[src/rtl/ucsbece154_icache_lru.sv]
// ucsbece154_icache_lru
//
// Set-associative instruction cache between core fetch and the SDRAM controller.
// It uses true-LRU replacement, forwards the requested word as soon as its beat
// arrives during a refill, supports a whole-cache flush, and counts hits and misses
// in saturating counters.
//
// Ports
//   Clk, ResetN       clock (rising edge) and synchronous active-low reset
//   ReadEnable        fetch request, sampled in IDLE only
//   ReadAddress       word-aligned fetch byte address
//   Flush             invalidate every line (pulse or level)
//   Instruction       fetched word, valid while Ready=1, otherwise holds
//   Ready             one-cycle pulse per accepted fetch
//   Busy              miss service or a deferred flush is pending
//   MemReadAddress    line base address of the refill
//   MemReadRequest    refill request, held until the last beat is accepted
//   MemDataIn         refill beat data
//   MemDataReady      refill beat strobe
//   HitCount          accepted hits, saturating
//   MissCount         accepted misses, saturating
//
// Handshake: a fetch is accepted on a rising edge where the FSM is in IDLE,
// ReadEnable=1 and Flush=0. A hit answers with Ready one cycle later. A miss
// raises Busy one cycle later; the core holds ReadEnable/ReadAddress stable until
// Busy drops, and Ready pulses exactly once for that fetch (possibly while Busy is
// still 1). On the memory side, each edge with MemDataReady=1 consumes one beat;
// beats arrive in ascending word order starting at the line base.

module ucsbece154_icache_lru #(
    parameter int NUM_SETS    = 8,
    parameter int NUM_WAYS    = 4,
    parameter int BLOCK_WORDS = 4,
    parameter int WORD_SIZE   = 32,
    parameter int CNT_WIDTH   = 32
) (
    input  logic                 Clk,
    input  logic                 ResetN,
    input  logic                 ReadEnable,
    input  logic [31:0]          ReadAddress,
    input  logic                 Flush,
    output logic [WORD_SIZE-1:0] Instruction,
    output logic                 Ready,
    output logic                 Busy,
    output logic [31:0]          MemReadAddress,
    output logic                 MemReadRequest,
    input  logic [WORD_SIZE-1:0] MemDataIn,
    input  logic                 MemDataReady,
    output logic [CNT_WIDTH-1:0] HitCount,
    output logic [CNT_WIDTH-1:0] MissCount
);

    localparam int BB  = $clog2(BLOCK_WORDS);
    localparam int SB  = $clog2(NUM_SETS);
    localparam int WB  = $clog2(NUM_WAYS);
    localparam int OFF = 2 + BB;
    localparam int TB  = 32 - OFF - SB;

    // FLUSH is the extra cycle after a refill that had a flush request latched.
    typedef enum logic [1:0] {IDLE, FILL, FLUSH} state_t;
    state_t state;

    // Cache storage
    logic                 valid_q [NUM_SETS][NUM_WAYS];
    logic [WB-1:0]        age_q   [NUM_SETS][NUM_WAYS];
    logic [TB-1:0]        tag_q   [NUM_SETS][NUM_WAYS];
    logic [WORD_SIZE-1:0] data_q  [NUM_SETS][NUM_WAYS][BLOCK_WORDS];

    // Refill context latched at the miss
    logic [SB-1:0] fill_set;
    logic [TB-1:0] fill_tag;
    logic [BB-1:0] fill_off;
    logic [WB-1:0] fill_way;
    logic [BB-1:0] beat;
    logic          flush_pend;

    // Address split
    logic [BB-1:0] addr_off;
    logic [SB-1:0] addr_set;
    logic [TB-1:0] addr_tag;
    logic          unused_addr_bits;

    assign addr_off         = ReadAddress[OFF-1:2];
    assign addr_set         = ReadAddress[OFF+SB-1:OFF];
    assign addr_tag         = ReadAddress[31:OFF+SB];
    assign unused_addr_bits = ^ReadAddress[1:0];

    logic          last_beat;
    assign last_beat = MemDataReady && (beat == BB'(BLOCK_WORDS - 1));

    // Lookup and victim selection; lowest index wins among equals.
    logic          hit;
    logic [WB-1:0] hit_way;
    logic          any_inv;
    logic [WB-1:0] inv_way;
    logic [WB-1:0] lru_way;
    logic [WB-1:0] victim;

    always_comb begin
        hit     = 1'b0;
        hit_way = '0;
        any_inv = 1'b0;
        inv_way = '0;
        lru_way = '0;
        for (int w = NUM_WAYS - 1; w >= 0; w--) begin
            if (valid_q[addr_set][w] && (tag_q[addr_set][w] == addr_tag)) begin
                hit     = 1'b1;
                hit_way = WB'(w);
            end
            if (!valid_q[addr_set][w]) begin
                any_inv = 1'b1;
                inv_way = WB'(w);
            end
            if (age_q[addr_set][w] == WB'(NUM_WAYS - 1))
                lru_way = WB'(w);
        end
        victim = any_inv ? inv_way : lru_way;
    end

    // LRU touch: the touched way becomes age 0, every younger way ages by one.
    // Only the refill (FILL) or a hit (IDLE) ever applies this row.
    logic [SB-1:0] touch_set;
    logic [WB-1:0] touch_way;
    logic [WB-1:0] touch_age;
    logic [WB-1:0] new_age [NUM_WAYS];

    always_comb begin
        touch_set = (state == FILL) ? fill_set : addr_set;
        touch_way = (state == FILL) ? fill_way : hit_way;
        touch_age = age_q[touch_set][touch_way];
        for (int w = 0; w < NUM_WAYS; w++) begin
            if (WB'(w) == touch_way)
                new_age[w] = '0;
            else if (age_q[touch_set][w] < touch_age)
                new_age[w] = age_q[touch_set][w] + 1'b1;
            else
                new_age[w] = age_q[touch_set][w];
        end
    end

    // Control, valid bits, ages and outputs
    always_ff @(posedge Clk) begin
        if (!ResetN) begin
            state          <= IDLE;
            Instruction    <= '0;
            Ready          <= 1'b0;
            Busy           <= 1'b0;
            MemReadAddress <= '0;
            MemReadRequest <= 1'b0;
            HitCount       <= '0;
            MissCount      <= '0;
            fill_set       <= '0;
            fill_tag       <= '0;
            fill_off       <= '0;
            fill_way       <= '0;
            beat           <= '0;
            flush_pend     <= 1'b0;
            for (int s = 0; s < NUM_SETS; s++) begin
                for (int w = 0; w < NUM_WAYS; w++) begin
                    valid_q[s][w] <= 1'b0;
                    age_q[s][w]   <= WB'(w);
                end
            end
        end else begin
            Ready <= 1'b0;
            case (state)
                IDLE: begin
                    if (Flush) begin
                        for (int s = 0; s < NUM_SETS; s++) begin
                            for (int w = 0; w < NUM_WAYS; w++) begin
                                valid_q[s][w] <= 1'b0;
                                age_q[s][w]   <= WB'(w);
                            end
                        end
                    end else if (ReadEnable) begin
                        if (hit) begin
                            Instruction <= data_q[addr_set][hit_way][addr_off];
                            Ready       <= 1'b1;
                            for (int w = 0; w < NUM_WAYS; w++)
                                age_q[addr_set][w] <= new_age[w];
                            if (HitCount != {CNT_WIDTH{1'b1}})
                                HitCount <= HitCount + 1'b1;
                        end else begin
                            Busy           <= 1'b1;
                            MemReadRequest <= 1'b1;
                            MemReadAddress <= {ReadAddress[31:OFF], {OFF{1'b0}}};
                            if (MissCount != {CNT_WIDTH{1'b1}})
                                MissCount <= MissCount + 1'b1;
                            fill_set   <= addr_set;
                            fill_tag   <= addr_tag;
                            fill_off   <= addr_off;
                            fill_way   <= victim;
                            beat       <= '0;
                            flush_pend <= 1'b0;
                            state      <= FILL;
                        end
                    end
                end

                FILL: begin
                    if (Flush)
                        flush_pend <= 1'b1;
                    if (MemDataReady) begin
                        beat <= beat + 1'b1;
                        // Early restart: forward the requested word as it streams in.
                        if (beat == fill_off) begin
                            Instruction <= MemDataIn;
                            Ready       <= 1'b1;
                        end
                        if (last_beat) begin
                            valid_q[fill_set][fill_way] <= 1'b1;
                            for (int w = 0; w < NUM_WAYS; w++)
                                age_q[fill_set][w] <= new_age[w];
                            MemReadRequest <= 1'b0;
                            if (flush_pend || Flush) begin
                                state <= FLUSH;
                            end else begin
                                Busy  <= 1'b0;
                                state <= IDLE;
                            end
                        end else begin
                            // Partially written line must never hit.
                            valid_q[fill_set][fill_way] <= 1'b0;
                        end
                    end
                end

                FLUSH: begin
                    for (int s = 0; s < NUM_SETS; s++) begin
                        for (int w = 0; w < NUM_WAYS; w++) begin
                            valid_q[s][w] <= 1'b0;
                            age_q[s][w]   <= WB'(w);
                        end
                    end
                    flush_pend <= 1'b0;
                    Busy       <= 1'b0;
                    state      <= IDLE;
                end

                default: state <= IDLE;
            endcase
        end
    end

    // Line storage: data beats and tag. No reset needed; valid bits gate use.
    always_ff @(posedge Clk) begin
        if (ResetN && (state == FILL) && MemDataReady) begin
            data_q[fill_set][fill_way][beat] <= MemDataIn;
            if (last_beat)
                tag_q[fill_set][fill_way] <= fill_tag;
        end
    end

endmodule

[config.mk]
export PLATFORM = sky130hd
export DESIGN_NAME = ucsbece154_icache_lru
export DESIGN_NICKNAME = d
export VERILOG_FILES = /design/src/rtl/ucsbece154_icache_lru.sv
export SDC_FILE = /design/constraint.sdc
export NUM_CORES = 2
export LEC_CHECK = 0
export CAP_MARGIN = 25
export CORE_ASPECT_RATIO = 0.75
export CORE_MARGIN = 5
export CORE_UTILIZATION = 56
export DETAILED_ROUTE_END_ITERATION = 10
export PLACE_DENSITY_LB_ADDON = 0.05
export SLEW_MARGIN = 40
export SYNTH_ARGS = -nofsm -noshare
export SYNTH_HDL_FRONTEND = slang
export SYNTH_MEMORY_MAX_BITS = 65536
export SYNTH_SLANG_ARGS = --single-unit
[constraint.sdc]
create_clock -name Clk -period 4.3 [get_ports Clk]
set_input_delay 0.43 -clock Clk [delete_from_list [all_inputs] [get_ports Clk]]
set_output_delay 0.43 -clock Clk [all_outputs]
set_load 0.01 [all_outputs]
After elaboration in Yosys (flattened, before gate mapping)
Memories as Yosys holds them, arrays and structs flattened.
Cells that the tools add are included.
{ "totals": {"reg_bits": 164, "ramBits": 4992, "inputBits": 69, "output_inout_bits": 131, "n_memories": 4} }
{ "op_classes": {"add_sub_neg": 7, "magnitude_cmp": 11, "eq_ne": 26, "muxes": 254, "n_bitwise": 139, "reduce_logical": 26} }
{ "memory_table": {"columns": ["name", "depth", "word_bits", "rd", "rd_clocked_by_memory_dff", "wr", "line", "text"], "rows": [
  ["data_q", 8, 512, 1, 0, 1, "67", "logic [WORD_SIZE-1:0] data_q [NUM_SETS][NUM_WAYS][BLOCK_WORDS];"],
  ["tag_q", 8, 100, 1, 0, 1, "66", "logic [TB-1:0] tag_q [NUM_SETS][NUM_WAYS];"],
  ["age_q", 8, 8, 2, 0, 8, "65", "logic [WB-1:0] age_q [NUM_SETS][NUM_WAYS];"],
  ["valid_q", 8, 4, 1, 0, 8, "64", "logic valid_q [NUM_SETS][NUM_WAYS];"]
]} }
{ "ops": {"columns": ["op", "n"], "rows": [
  ["512-bit two-way mux", 1],
  ["128-bit two-way mux", 3],
  ["128-bit binary-select mux with 2-bit select", 1],
  ["128-bit demux with 2-bit select", 1],
  ["32-bit two-way mux", 8],
  ["2-bit two-way mux", 98],
  ["1-bit OR", 132],
  ["1-bit two-way mux", 116],
  ["25-bit equality test", 4],
  ["100-bit two-way mux", 1],
  ["32-bit by 1-bit adder with 32-bit output (second input constant)", 2],
  ["32-bit binary-select mux with 2-bit select", 1],
  ["32-bit demux with 2-bit select", 1],
  ["32-bit != test (second input constant)", 2],
  ["32-bit one-hot mux with 2 select lines", 1],
  ["25-bit demux with 2-bit select", 1],
  ["25-bit two-way mux", 1],
  ["5-bit AND reduction", 5],
  ["4-bit two-way mux", 6],
  ["8-bit two-way mux", 2],
  ["2-bit != test (second input constant)", 8],
  ["8-bit OR reduction", 2],
  ["3-bit greater-or-equal comparator (second input constant)", 5],
  ["2-bit inverter with 3-bit output", 5],
  ["25 further kinds", 56]
]} }

Logic depth before layout (Yosys ltp)
An unclocked memory read counts as a cell.
{ "logic_depth": {"word_depth": 18, "mapped_depth": 21} }

Least setup slack after synthesis
Ideal clock, no wire load.
{ "synth_timing": {"kind": "in2reg", "startpoint": "in ReadAddress[4]", "endpoint": "mem age_q[0][2] (netlist name) (data pin)", "setup_time_ns": 0.261, "arrival_ns": 4.242, "t_required_ns": 4.039, "slack_ns": -0.203, "path_stages": 15, "path_buffers": 7, "cell_sequence": "buf_4 -> buf_6 -> buf_4 -> buf_4 -> buf_6 -> buf_6 -> mux2i_1 -> buf_2 -> mux4_2 -> mux2i_1 -> mux2i_1 -> mux2_2 -> maj3_2 -> o21ai_1 -> nor2_1"} }
{ "synth_rtl": {"columns": ["item", "line", "text"], "rows": [
  ["start: declaration", "40", "input logic [31:0] ReadAddress,"],
  ["end: declaration", "65", null]
]} }

Worst setup path after layout
{ "layout_timing": {"startpoint": "mem tag_q[3][1] (netlist name)", "endpoint": "reg Instruction[9]"} }
{ "layout_between": {"elab_chain_cells": 18, "word_cells_on_any_way": 24, "cone_classes": "eq/ne (2); mux (18); bitwise (1); reduce/logical (2); memory (1)"} }
{ "layout_lines": {"columns": ["item", "line", "text"], "rows": [
  ["start: declaration", "66", null],
  ["memory read 8 x 100 bit (*)", null, null],
  ["25-bit equality test (*)", "106", "if (valid_q[addr_set][w] && (tag_q[addr_set][w] == addr_tag)) begin"],
  ["1-bit logical AND (*)", "106", null],
  ["2-bit two-way mux (4 in series)", "106", null],
  ["2-bit inverter with 3-bit output (not written as such)", "177", "Instruction <= data_q[addr_set][hit_way][addr_off];"],
  ["128-bit binary-select mux with 2-bit select", "177", null],
  ["128-bit two-way mux (not written as such) (2 in series)", "177", null],
  ["32-bit binary-select mux with 2-bit select", "177", null],
  ["32-bit two-way mux (not written as such) (2 in series)", "177", null],
  ["32-bit two-way mux", "176", "if (hit) begin"],
  ["32-bit two-way mux", "175", "end else if (ReadEnable) begin"],
  ["32-bit two-way mux", "168", "if (Flush) begin"],
  ["32-bit one-hot mux with 2 select lines", "166", "case (state)"],
  ["end signal: assignment", "177", null],
  ["end signal: assignment", "207", "Instruction <= MemDataIn;"],
  ["end: declaration", "42", "output logic [WORD_SIZE-1:0] Instruction,"]
]} }
Every way passes the cells marked *; elsewhere a longest branch is shown, timed or not. The select of a mux whose other input is x is not followed.
A chain may end at the register's enable or synchronous reset.

==> results.sh <==
export IMPL_vdd_ir_drop_max_uv=389
export IMPL_fmax_mhz=202
export IMPL_drive_above_1_share_pct=32.1
export IMPL_final_nets=10600
export IMPL_ff2ff_path_depth=18
export IMPL_cts_tree="done"
export IMPL_rows=190
export IMPL_synth_cell_types=83
export IMPL_h_tree_depth=5
export IMPL_portBuffers=193
export IMPL_ant_nets=0
export IMPL_syn_to_final_growth_pct=17.6
export IMPL_critPathCaptureType="flop"
export IMPL_grt_overflow=0
export IMPL_start_util_pct=56.1
export IMPL_synth_area_leaders="edfxtp_1, mux4_2, mux2i_1"
export IMPL_critPathTopFamily="simple AND/OR/NAND/NOR gates"
export IMPL_die_width_um=700
export IMPL_hpwl_um=332000
export IMPL_failed_checks="setup timing"
export IMPL_critical_path_max_stage_delay_ns=0.58
export IMPL_numCtsBuffers=474
export IMPL_hold_slack_ns=0.0991
export IMPL_wire_per_inst_um=35.7
export IMPL_grt_use_met1_pct=46.9
export IMPL_tightest_slew_ns=1.27
export IMPL_outcome="finished, violations left"
export IMPL_cts_buffer_depth=4
export IMPL_cts_sinks=5128
export IMPL_antenna_found_initial=46
export IMPL_finalPower_uw=102000
export IMPL_crit_cells=18
export IMPL_rsz0062_at_grt="yes"
export IMPL_most_common_layout_cells="edfxtp_1, mux4_2, buf_4"
export IMPL_worst_path_max_fanout=5
export IMPL_die_h_um=527
export IMPL_drt_pass1_iter_count=6
export IMPL_worstPathCellList="mux4_2 > mux2i_4 > xor2_2 > o2111ai_1 > or4_4 > or4_4 > a211oi_4 > buf_6 > buf_8 > buf_12 > bufbuf_16 > mux2i_1 > buf_4 > a22oi_1 > and3_1 > o21ai_1 > buf_4 > o211ai_1"
export IMPL_via_count=104000
export IMPL_place_congestion=0.920
export IMPL_synth_ff_type="edfxtp_1"
export IMPL_via_per_inst=6.63
export IMPL_grt_start_max_net_pins=109
export IMPL_period_share_pct=115
export IMPL_arrival_ns=5.91
export IMPL_critPathBufInv=6
export IMPL_synth_edf_count=4947
export IMPL_drtIter0Drc=15500
export IMPL_ioPinCount=200
export IMPL_clk_latency_ns=1.06
export IMPL_startpoint_type="flop"
export IMPL_syn_instance_count=9312
export IMPL_cap_violations=0
export IMPL_track_usage_pct=30.1
export IMPL_gr_usage_met3_pct=7.52
export IMPL_crit_slowest_cell="or4_4"
export IMPL_grt_pass1_wl_um=784000
export IMPL_synth_ff_latch_count=5128
export IMPL_busiest_layer="met1"
export IMPL_maxSlewHeadroom_pct=15.0
export IMPL_routed_wl_um=559000
export IMPL_grt_pass1_vias=102000
export IMPL_dieArea_mm2=0.369
export IMPL_drc=0
export IMPL_crit_required_ns=5.28
export IMPL_timing_hold_violations_final=0
export IMPL_whs_path_depth=1
export IMPL_seq_area_frac_synth_pct=76.2
export IMPL_synth_top_area_share_pct=74.4
export IMPL_yosysWarningCount=0
export IMPL_clock_skew_ns=0.0442
export IMPL_core_area_mm2=0.356
export IMPL_setup_slack_ns=-0.639
export IMPL_hold_path_class="in2reg"
export IMPL_root_buffer="clkbuf_16"
export IMPL_synthArstFlopShare_pct=0
export IMPL_cts_clk_slew_worst_paths_ns=0.07
export IMPL_netlist_top_cell_by_area="edfxtp_1"
export IMPL_power_density_mw_per_mm2=434
export IMPL_crit_type="reg2reg"
export IMPL_fin_util_pct=65.9
export IMPL_syn_cell_area_mm2=0.200
export IMPL_met2_usage_pct=43.2
export IMPL_period_needed_ns=4.94
export IMPL_p_leak_uw=0.0750
export IMPL_syn_avg_cell_area_um2=21.5
export IMPL_maxSlewViolCount=0
export IMPL_final_common_cell="edfxtp_1"
export IMPL_setup_violations=152
==> stage by stage <==
stage	cells	setup TNS [ns]	setup WS [ns]	instance area (µm²)
5_1_grt	15700	-66.30	-0.697	235000
6_report	15700	-49.01	-0.639	235000
2_1_floorplan	9315	-8.18	-0.119	200000
3_3_place_gp	14600	-185.40	-1.68	216000
3_5_place_dp	14700	-200.66	-1.78	216000
4_1_cts	15600	-39.60	-0.588	233000
==> area by class of cell <==
type	count	area, µm²
Sequential cell	5128	152000
Antenna cell	21	52.6
Multi-Input combinational cell	3613	47500
Inverter	32	130
Clock inverter	267	2620
Clock buffer	618	12700
Timing Repair Buffer	1293	13900
Fill cell	22900	121000
Tap cell	4704	5890
==> state kept, by name (all words and copies together) (netlist names) <==
signal,cells
Busy,1
HitCount,32
Instruction,32
MemReadAddress,1
MemReadRequest,1
MissCount,32
Ready,1
age_q,64
beat,2
data_q,4096
fill_off,2
fill_set,2
fill_tag,25
fill_way,2
flush_pend,1
state,2
tag_q,800
valid_q,32
==> logic make-up (layout without fill, tap and decap cells) <==
| logic type | Yosys count | count (layout) | share of synthesized area, % |
|---|---|---|---|
| buffers and inverters | 575 | 2210 | 1.29 |
| multiplexers | 1961 | 1961 | 17.5 |
| AO/OA/AOI/OAI | 540 | 540 | 1.96 |
| flip-flops | 5128 | 5128 | 76.2 |
| XOR/XNOR | 122 | 122 | 0.535 |
| AND/OR/NAND/NOR | 974 | 975 | 2.50 |
| other | 1 | 25 | 0.00188 |
| adder cells (fa/ha/maj) | 11 | 11 | 0.0683 |
==> power by group <==
part,switching (µW),internal (µW)
clock,18400,23600
combinational,3200,2080
sequential,52.7,54800
total,21600,80400
==> final timing paths <==
path	startpoint	to	slack, ns
hold / removal	MemDataIn[15]	data_q[2][239]$_DFFE_PP_	0.1
hold reg to reg	age_q[7][6]$_SDFFE_PP0P_	age_q[7][6]$_SDFFE_PP0P_	0.49
setup / recovery	tag_q[3][1]$_DFFE_PP_	Instruction[9]$_SDFFE_PN0P_	-0.64
setup reg to reg	tag_q[3][1]$_DFFE_PP_	Instruction[9]$_SDFFE_PN0P_	-0.64
==> metal layers <==
metal / wire length (µm) / share of wire [%]
met3: 69700 / 12
met5: 23 / 0.0041
met2: 247000 / 44
met1: 228000 / 41
met4: 14200 / 2.5
==> synthesized netlist by cell type (4+ instances only) <==
cell,instances
or4_1,7
nand2b_1,8
o21ai_1,12
buf_4,50
nand3_1,59
buf_2,61
a21oi_1,40
o211ai_2,4
inv_1,30
o22ai_1,9
mux2_2,16
nand2_1,228
xnor2_1,68
o211ai_1,39
nor2b_1,15
xor2_1,54
and3_1,153
nor2_1,223
dfxtp_1,181
a211oi_1,5
o41ai_1,4
a22o_1,89
ha_1,10
or3_1,29
mux2i_1,727
o21a_1,9
and4_1,37
a31oi_1,37
buf_1,27
nand3b_1,4
buf_6,14
a221oi_1,32
and2_1,24
a22oi_1,125
mux4_2,1218
nor4_1,33
nor3_1,88
o2111ai_1,6
clkbuf_1,387
nand4_1,37
o21ai_0,97
edfxtp_1,4947
==> timing repair <==
item	CTS	global route
resized for setup	189	295
hold endpoints to repair	1094	29
endpoints found under the setup margin	169	149
setup buffers	26	40
hold buffers	31	1
pin swaps	25	79
cloned	11	11
No activity file was read; power rests on OpenSTA's default activity.
